File: src/rtl/player_sprite_compositor_if.sv
// Pixel-stream, palette and sprite-ROM signals between the render path and the
// sprite compositor; the compositor takes the slave side.
interface player_sprite_compositor_if #(
   parameter int X_W    = 10,
   parameter int Y_W    = 10,
   parameter int ADDR_W = 12
);
   logic              i_frame_start;
   logic              i_pix_valid;
   logic [X_W-1:0]    i_x;
   logic [Y_W-1:0]    i_y;
   logic [23:0]       i_bg_rgb;
   logic [X_W-1:0]    i_pos_x;
   logic [Y_W-1:0]    i_pos_y;
   logic              i_shield_on;
   logic [23:0]       i_color_map [0:15];
   logic [ADDR_W-1:0] o_rom_addr;
   logic [3:0]        i_rom_data;
   logic [23:0]       o_rgb;
   logic              o_valid;
   logic              o_hit;

   modport master (
      output i_frame_start, i_pix_valid, i_x, i_y, i_bg_rgb, i_pos_x, i_pos_y,
             i_shield_on, i_color_map, i_rom_data,
      input  o_rom_addr, o_rgb, o_valid, o_hit
   );

   modport slave (
      input  i_frame_start, i_pix_valid, i_x, i_y, i_bg_rgb, i_pos_x, i_pos_y,
             i_shield_on, i_color_map, i_rom_data,
      output o_rom_addr, o_rgb, o_valid, o_hit
   );
endinterface

File: src/rtl/player_sprite_compositor.sv
// Overlays a palettised sprite from a synchronous ROM on the background, 3-cycle latency.
// Optional macro SHIELD_BLINK_EN: sprite blinks per BLINK_FRAMES frames while the shield is on.
module player_sprite_compositor #(
   parameter int SPR_W        = 64,
   parameter int SPR_H        = 64,
   parameter int X_W          = 10,
   parameter int Y_W          = 10,
   parameter int BLINK_FRAMES = 8
) (
   input  logic                      i_clk,
   input  logic                      i_rst_n,
   player_sprite_compositor_if.slave bus
);
   localparam int ADDR_W = $clog2(SPR_W * SPR_H);
   localparam int XB     = $clog2(SPR_W);
   localparam int YB     = ADDR_W - XB;
   localparam logic signed [X_W:0] SPR_W_S = (X_W+1)'(SPR_W);
   localparam logic signed [Y_W:0] SPR_H_S = (Y_W+1)'(SPR_H);

   logic [X_W-1:0]      px;
   logic [Y_W-1:0]      py;
   logic signed [X_W:0] dx;
   logic signed [Y_W:0] dy;
   logic                in_box;
   logic                visible;

   logic [ADDR_W-1:0]   rom_addr_p1;
   logic                vld_p1, inbox_p1;
   logic [23:0]         bg_p1;
   logic                vld_p2, inbox_p2;
   logic [23:0]         bg_p2;
   logic [23:0]         rgb_p3;
   logic                vld_p3, hit_p3;
   logic [3:0]          idx;
   logic                opaque;

   always_ff @(posedge i_clk or negedge i_rst_n) begin
      if (!i_rst_n) begin
         px <= '0;
         py <= '0;
      end else if (bus.i_frame_start) begin
         px <= bus.i_pos_x;
         py <= bus.i_pos_y;
      end
   end

   // Offsets are one bit wider than the scan so a box past the screen edge clips instead of wrapping.
   always_comb begin
      dx     = $signed({1'b0, bus.i_x}) - $signed({1'b0, px});
      dy     = $signed({1'b0, bus.i_y}) - $signed({1'b0, py});
      in_box = !dx[X_W] && (dx < SPR_W_S) && !dy[Y_W] && (dy < SPR_H_S);
   end

   // Stage 1: box test and ROM address
   always_ff @(posedge i_clk or negedge i_rst_n) begin
      if (!i_rst_n) begin
         rom_addr_p1 <= '0;
         vld_p1      <= 1'b0;
         inbox_p1    <= 1'b0;
      end else begin
         rom_addr_p1 <= in_box ? {dy[YB-1:0], dx[XB-1:0]} : '0;
         vld_p1      <= bus.i_pix_valid;
         inbox_p1    <= in_box;
      end
   end

   always_ff @(posedge i_clk) begin
      bg_p1 <= bus.i_bg_rgb;
   end

   // Stage 2: ROM access in flight
   always_ff @(posedge i_clk or negedge i_rst_n) begin
      if (!i_rst_n) begin
         vld_p2   <= 1'b0;
         inbox_p2 <= 1'b0;
      end else begin
         vld_p2   <= vld_p1;
         inbox_p2 <= inbox_p1;
      end
   end

   always_ff @(posedge i_clk) begin
      bg_p2 <= bg_p1;
   end

`ifdef SHIELD_BLINK_EN
   localparam int CNT_W = (BLINK_FRAMES > 1) ? $clog2(BLINK_FRAMES) : 1;
   logic [CNT_W-1:0] blink_cnt;
   logic             phase;

   // Shield off overrides any frame-start wrap in the same cycle.
   always_ff @(posedge i_clk or negedge i_rst_n) begin
      if (!i_rst_n) begin
         blink_cnt <= '0;
         phase     <= 1'b0;
      end else if (!bus.i_shield_on) begin
         blink_cnt <= '0;
         phase     <= 1'b0;
      end else if (bus.i_frame_start) begin
         if (blink_cnt == CNT_W'(BLINK_FRAMES - 1)) begin
            blink_cnt <= '0;
            phase     <= ~phase;
         end else begin
            blink_cnt <= blink_cnt + 1'b1;
         end
      end
   end

   assign visible = ~phase;
`else
   localparam int unused_blink_frames = BLINK_FRAMES;
   logic unused_shield;
   assign unused_shield = bus.i_shield_on;
   assign visible       = 1'b1;
`endif

   assign idx    = bus.i_rom_data;
   assign opaque = inbox_p2 && (idx != 4'd0) && visible;

   // Stage 3: palette lookup and overlay; invalid slots drive black
   always_ff @(posedge i_clk or negedge i_rst_n) begin
      if (!i_rst_n) begin
         rgb_p3 <= '0;
         vld_p3 <= 1'b0;
         hit_p3 <= 1'b0;
      end else begin
         vld_p3 <= vld_p2;
         hit_p3 <= opaque && vld_p2;
         if (!vld_p2)
            rgb_p3 <= '0;
         else if (opaque)
            rgb_p3 <= bus.i_color_map[idx];
         else
            rgb_p3 <= bg_p2;
      end
   end

   assign bus.o_rom_addr = rom_addr_p1;
   assign bus.o_rgb      = rgb_p3;
   assign bus.o_valid    = vld_p3;
   assign bus.o_hit      = hit_p3;
endmodule

File: src/flat_wrapper.sv
// flat-port wrapper written by rule: the top's interface ports become plain ports
module player_sprite_compositor_flat 
#(
   parameter int SPR_W        = 64,
   parameter int SPR_H        = 64,
   parameter int X_W          = 10,
   parameter int Y_W          = 10,
   parameter int BLINK_FRAMES = 8
)
  (i_clk, i_rst_n, bus_i_frame_start, bus_i_pix_valid, bus_i_x, bus_i_y, bus_i_bg_rgb, bus_i_pos_x, bus_i_pos_y, bus_i_shield_on, bus_i_color_map, bus_i_rom_data, bus_o_rom_addr, bus_o_rgb, bus_o_valid, bus_o_hit);
  player_sprite_compositor_if #(.X_W(X_W), .Y_W(Y_W), .ADDR_W((12))) bus_i ();
  input  logic i_clk;
  input  logic i_rst_n;
  input wire logic [$bits(bus_i.i_frame_start)-1:0] bus_i_frame_start;
  input wire logic [$bits(bus_i.i_pix_valid)-1:0] bus_i_pix_valid;
  input wire logic [$bits(bus_i.i_x)-1:0] bus_i_x;
  input wire logic [$bits(bus_i.i_y)-1:0] bus_i_y;
  input wire logic [$bits(bus_i.i_bg_rgb)-1:0] bus_i_bg_rgb;
  input wire logic [$bits(bus_i.i_pos_x)-1:0] bus_i_pos_x;
  input wire logic [$bits(bus_i.i_pos_y)-1:0] bus_i_pos_y;
  input wire logic [$bits(bus_i.i_shield_on)-1:0] bus_i_shield_on;
  input wire logic [$bits(bus_i.i_color_map)-1:0] bus_i_color_map;
  input wire logic [$bits(bus_i.i_rom_data)-1:0] bus_i_rom_data;
  output wire logic [$bits(bus_i.o_rom_addr)-1:0] bus_o_rom_addr;
  output wire logic [$bits(bus_i.o_rgb)-1:0] bus_o_rgb;
  output wire logic [$bits(bus_i.o_valid)-1:0] bus_o_valid;
  output wire logic [$bits(bus_i.o_hit)-1:0] bus_o_hit;
  assign bus_i.i_frame_start = bus_i_frame_start;
  assign bus_i.i_pix_valid = bus_i_pix_valid;
  assign bus_i.i_x = bus_i_x;
  assign bus_i.i_y = bus_i_y;
  assign bus_i.i_bg_rgb = bus_i_bg_rgb;
  assign bus_i.i_pos_x = bus_i_pos_x;
  assign bus_i.i_pos_y = bus_i_pos_y;
  assign bus_i.i_shield_on = bus_i_shield_on;
  assign bus_i.i_color_map = {>>{bus_i_color_map}};
  assign bus_i.i_rom_data = bus_i_rom_data;
  assign bus_o_rom_addr = bus_i.o_rom_addr;
  assign bus_o_rgb = bus_i.o_rgb;
  assign bus_o_valid = bus_i.o_valid;
  assign bus_o_hit = bus_i.o_hit;
  player_sprite_compositor #(.SPR_W(SPR_W), .SPR_H(SPR_H), .X_W(X_W), .Y_W(Y_W), .BLINK_FRAMES(BLINK_FRAMES)) u_core (.i_clk(i_clk), .i_rst_n(i_rst_n), .bus(bus_i));
endmodule
File: config.mk
export PLATFORM = sky130hd
export DESIGN_NAME = player_sprite_compositor_flat
export DESIGN_NICKNAME = d
export VERILOG_FILES = /design/src/rtl/player_sprite_compositor_if.sv /design/src/rtl/player_sprite_compositor.sv /design/src/flat_wrapper.sv
export SDC_FILE = /design/constraint.sdc
export NUM_CORES = 1
export LEC_CHECK = 0
export ABC_AREA = 1
export CAP_MARGIN = 20
export CORE_AREA = 2 2 193 195
export DETAILED_ROUTE_END_ITERATION = 8
export DIE_AREA = 0 0 195 197
export HOLD_SLACK_MARGIN = 0.02
export PLACE_DENSITY_LB_ADDON = 0.25
export RECOVER_POWER = 25
export SYNTH_ARGS = -nofsm -noshare
export SYNTH_HDL_FRONTEND = slang
export SYNTH_SLANG_ARGS = --single-unit
File: constraint.sdc
create_clock -name i_clk -period 2.6 [get_ports i_clk]
set_input_delay 0.52 -clock i_clk [delete_from_list [all_inputs] [get_ports i_clk]]
set_output_delay 0.52 -clock i_clk [all_outputs]
set_load 0.02 [all_outputs]
==> flow_summary.toml <==
[run_status]
status = "finished with violations"
violations = "capacitance limit, slew limit"

[clock_network]
cts_tree = "yes"
cts_resized = 0
htreeDepth = 3
clk_latency_ps = 360
numCtsBuffers = 9
post_cts_buffers = 0
clk_pin_slew_ps = 90
cts.root.buffer_cell = "clkbuf_16"
hold_buffers = 0
cts.sinks = 110
clk_path_buf_depth = 2

[routing]
wl_per_cell_um = 20.1
dr_total_vias = 9717
drc = 0
routed_wl_mm = 41.5
drt_pass1_iterations = 5
postRouteAntennaNets = 0
drt_iter0_drc = 554
viasPerCell = 4.71

[floorplanning]
dieWidth_um = 195
ioPinCount = 495
core_um2 = 36300
start_util = 0.208
dieArea_um2 = 38400
num_rows = 70
fp.dieH_um = 197

[global_routing]
first_global_vias = 9423
grt.total_usage = 0.207
overflow = 0
grt_max_degree = 70
antenna_found_initial = 26
grt_first_pass_wirelength_mm = 59.5

[worst_setup_path]
worstPathMaxFanout = 7
ff2ff_path_depth = 13
worstPathArrival_ps = 2550
critPathKind = "in2reg"
setup.worst_path.end_class = "register"
crit_required_ps = 2870
cp-start-kind = "input port"

[timing]
tightest_slew_ps = 1650
setup_viol = 0
slew_viol_final = 63
period_share = 0.878
max_freq_ghz = 0.438
skew_ps = 12.7
maxSlewHeadroom = -0.0967
period_needed_ps = 2280
rsz0062_at_grt = "no"
hold_violations = 0
setup_slack_ps = 317

[placement]
place_ws_ps = -79.2
portBuffers = 493
dpl.cell_count = 2026
gp_congestion = 0.920
dp_hpwl_mm = 33.3

[power_and_ir_drop]
cellPowerDensity_nw_per_um2 = 384
p_leak_nw = 5.35
p_total_w = 0.00514
ir_worst_vdd_v = 0.000289

[layout]
final_cells = 2061
drive_gt1_frac = 0.0553
finalNetCount = 2048
areaGrowthSynthToFinish_pct = 77.5

[synthesis]
synthCells = 1113
synth_seq_cells = 110
ys.flop_type = "dfrtp_1"
synthesis.area_um2 = 7550
synth_cell_types = 37
synth_area_per_cell_um2 = 6.78
syn_nets = 1592
yosysWarnings = 0
seq_area_frac_synth = 0.333
synth_async_sr_flop_share = 0.564
synth-edff-count = 0

[hold_path]
hold_depth = 0
hp-class = "reg2reg"

[flow_run]
drv_cap = 1
cell type report:
cell class	count	area [um2]
antenna	19	47.5
clock buffer	9	225
clock inverter	7	90.1
fill	3869	22900
inverter	62	235
multi-input combinational	855	4380
sequential	110	2510
tap	468	586
timing repair buffer	531	5320
synthesized netlist by cell type, types with 2 or more instances:
library cell / instances / area [um2]
a21oi_1: 28 / 140
a22oi_1: 3 / 22.5
a31oi_1: 21 / 131
buf_1: 4 / 15.0
buf_2: 34 / 170
buf_4: 11 / 82.6
buf_6: 2 / 22.5
clkbuf_1: 34 / 128
dfrtp_1: 62 / 1550
dfxtp_1: 48 / 961
fa_1: 2 / 40.0
ha_1: 20 / 250
inv_1: 59 / 221
inv_2: 3 / 11.3
mux2_2: 2 / 22.5
nand2_1: 129 / 484
nand2_2: 6 / 37.5
nand3_1: 42 / 210
nand4_1: 2 / 12.5
nor2_1: 240 / 901
nor2_2: 3 / 18.8
nor2_4: 3 / 33.8
nor3_1: 4 / 20.0
nor3_2: 9 / 90.1
o21ai_0: 229 / 1150
o21ai_1: 17 / 85.1
o221ai_1: 35 / 307
o22ai_1: 46 / 288
xnor2_1: 4 / 35.0
xor2_1: 4 / 35.0
power by group:
| group | internal (W) | switching (W) | total, W |
|---|---|---|---|
| combinational | 0.000993 | 0.000864 | 0.00186 |
| sequential | 0.00179 | 0.0000252 | 0.00181 |
| clock | 0.000772 | 0.000701 | 0.00147 |
placed cells by master, fill, tap and decap left out, types with 19 or more instances in the layout:
cell type and n:
a31oi_1 21, o22ai_1 46, o21ai_0 229, inv_1 59, dfxtp_1 48, nand3_1 42, nand2_1 129, o221ai_1 35
dfrtp_1 62, ha_1 20, dlygate4sd3_1 25, a21oi_1 28, clkdlybuf4s50_1 465, diode_2 19, nor2_1 239, buf_4 30
critical path: stages:
cell and delay [ps]:
clkdlybuf4s50_1 390, inv_1 60, ha_1 140, inv_1 60, fa_1 390, nand2_1 70, nand2_1 90, nand3_1 110
nand2_1 70, nand2_1 60, nand2_1 60, nor2_2 150, nand4_4 90, buf_4 180, nor3_1 130
final timing paths:
check                                start                        to  slack, ps
max                             bus_i_x[0]  u_core.bus.o_rom_addr[0]        320
min                        u_core.bg_p1[6]           u_core.bg_p2[6]        320
max reg2reg                   u_core.px[0]  u_core.bus.o_rom_addr[0]        590
min reg2reg                u_core.bg_p1[6]           u_core.bg_p2[6]        320
max in group asynchronous          i_rst_n       u_core.bus.o_rgb[1]       1030
min in group asynchronous          i_rst_n              u_core.px[4]        590
layer usage:
metal	GRT usage	up-vias	wire length (um)
met5	0	-	58
met1	0.250	4528	16900
met2	0.353	378	20400
met4	0.0794	10	1040
met3	0.0525	54	3030
li1	-	4747	-
through the flow:
step,TNS [ps],util,instance area [um2],hold WS (ps)
floorplan,0,-,7550,224
global placement,-181,0.360,13000,311
detailed placement,-641,0.360,13000,312
CTS,0,0.368,13400,306
global route,0,0.369,13400,334
finish,0,0.370,13400,320
flip-flops by register name (all words and copies together), names as in the netlist:
| register | count |
|---|---|
| u_core.px | 10 |
| u_core.bus.o_hit | 1 |
| u_core.bus.o_valid | 1 |
| u_core.vld_p2 | 1 |
| u_core.bg_p1 | 24 |
| u_core.py | 10 |
| u_core.inbox_p1 | 1 |
| u_core.inbox_p2 | 1 |
| u_core.bus.o_rgb | 24 |
| u_core.vld_p1 | 1 |
| u_core.bus.o_rom_addr | 12 |
| u_core.bg_p2 | 24 |
cell families after synthesis:
group | Yosys count | share of synthesized area
AND/OR/NAND/NOR | 441 | 0.246
AO/OA/AOI/OAI | 382 | 0.284
adder cells (fa/ha/maj) | 22 | 0.0385
multiplexers | 2 | 0.00298
buffers and inverters | 148 | 0.0869
XOR/XNOR | 8 | 0.00928
flip-flops | 110 | 0.333
Power figures use the tool's default switching activity.
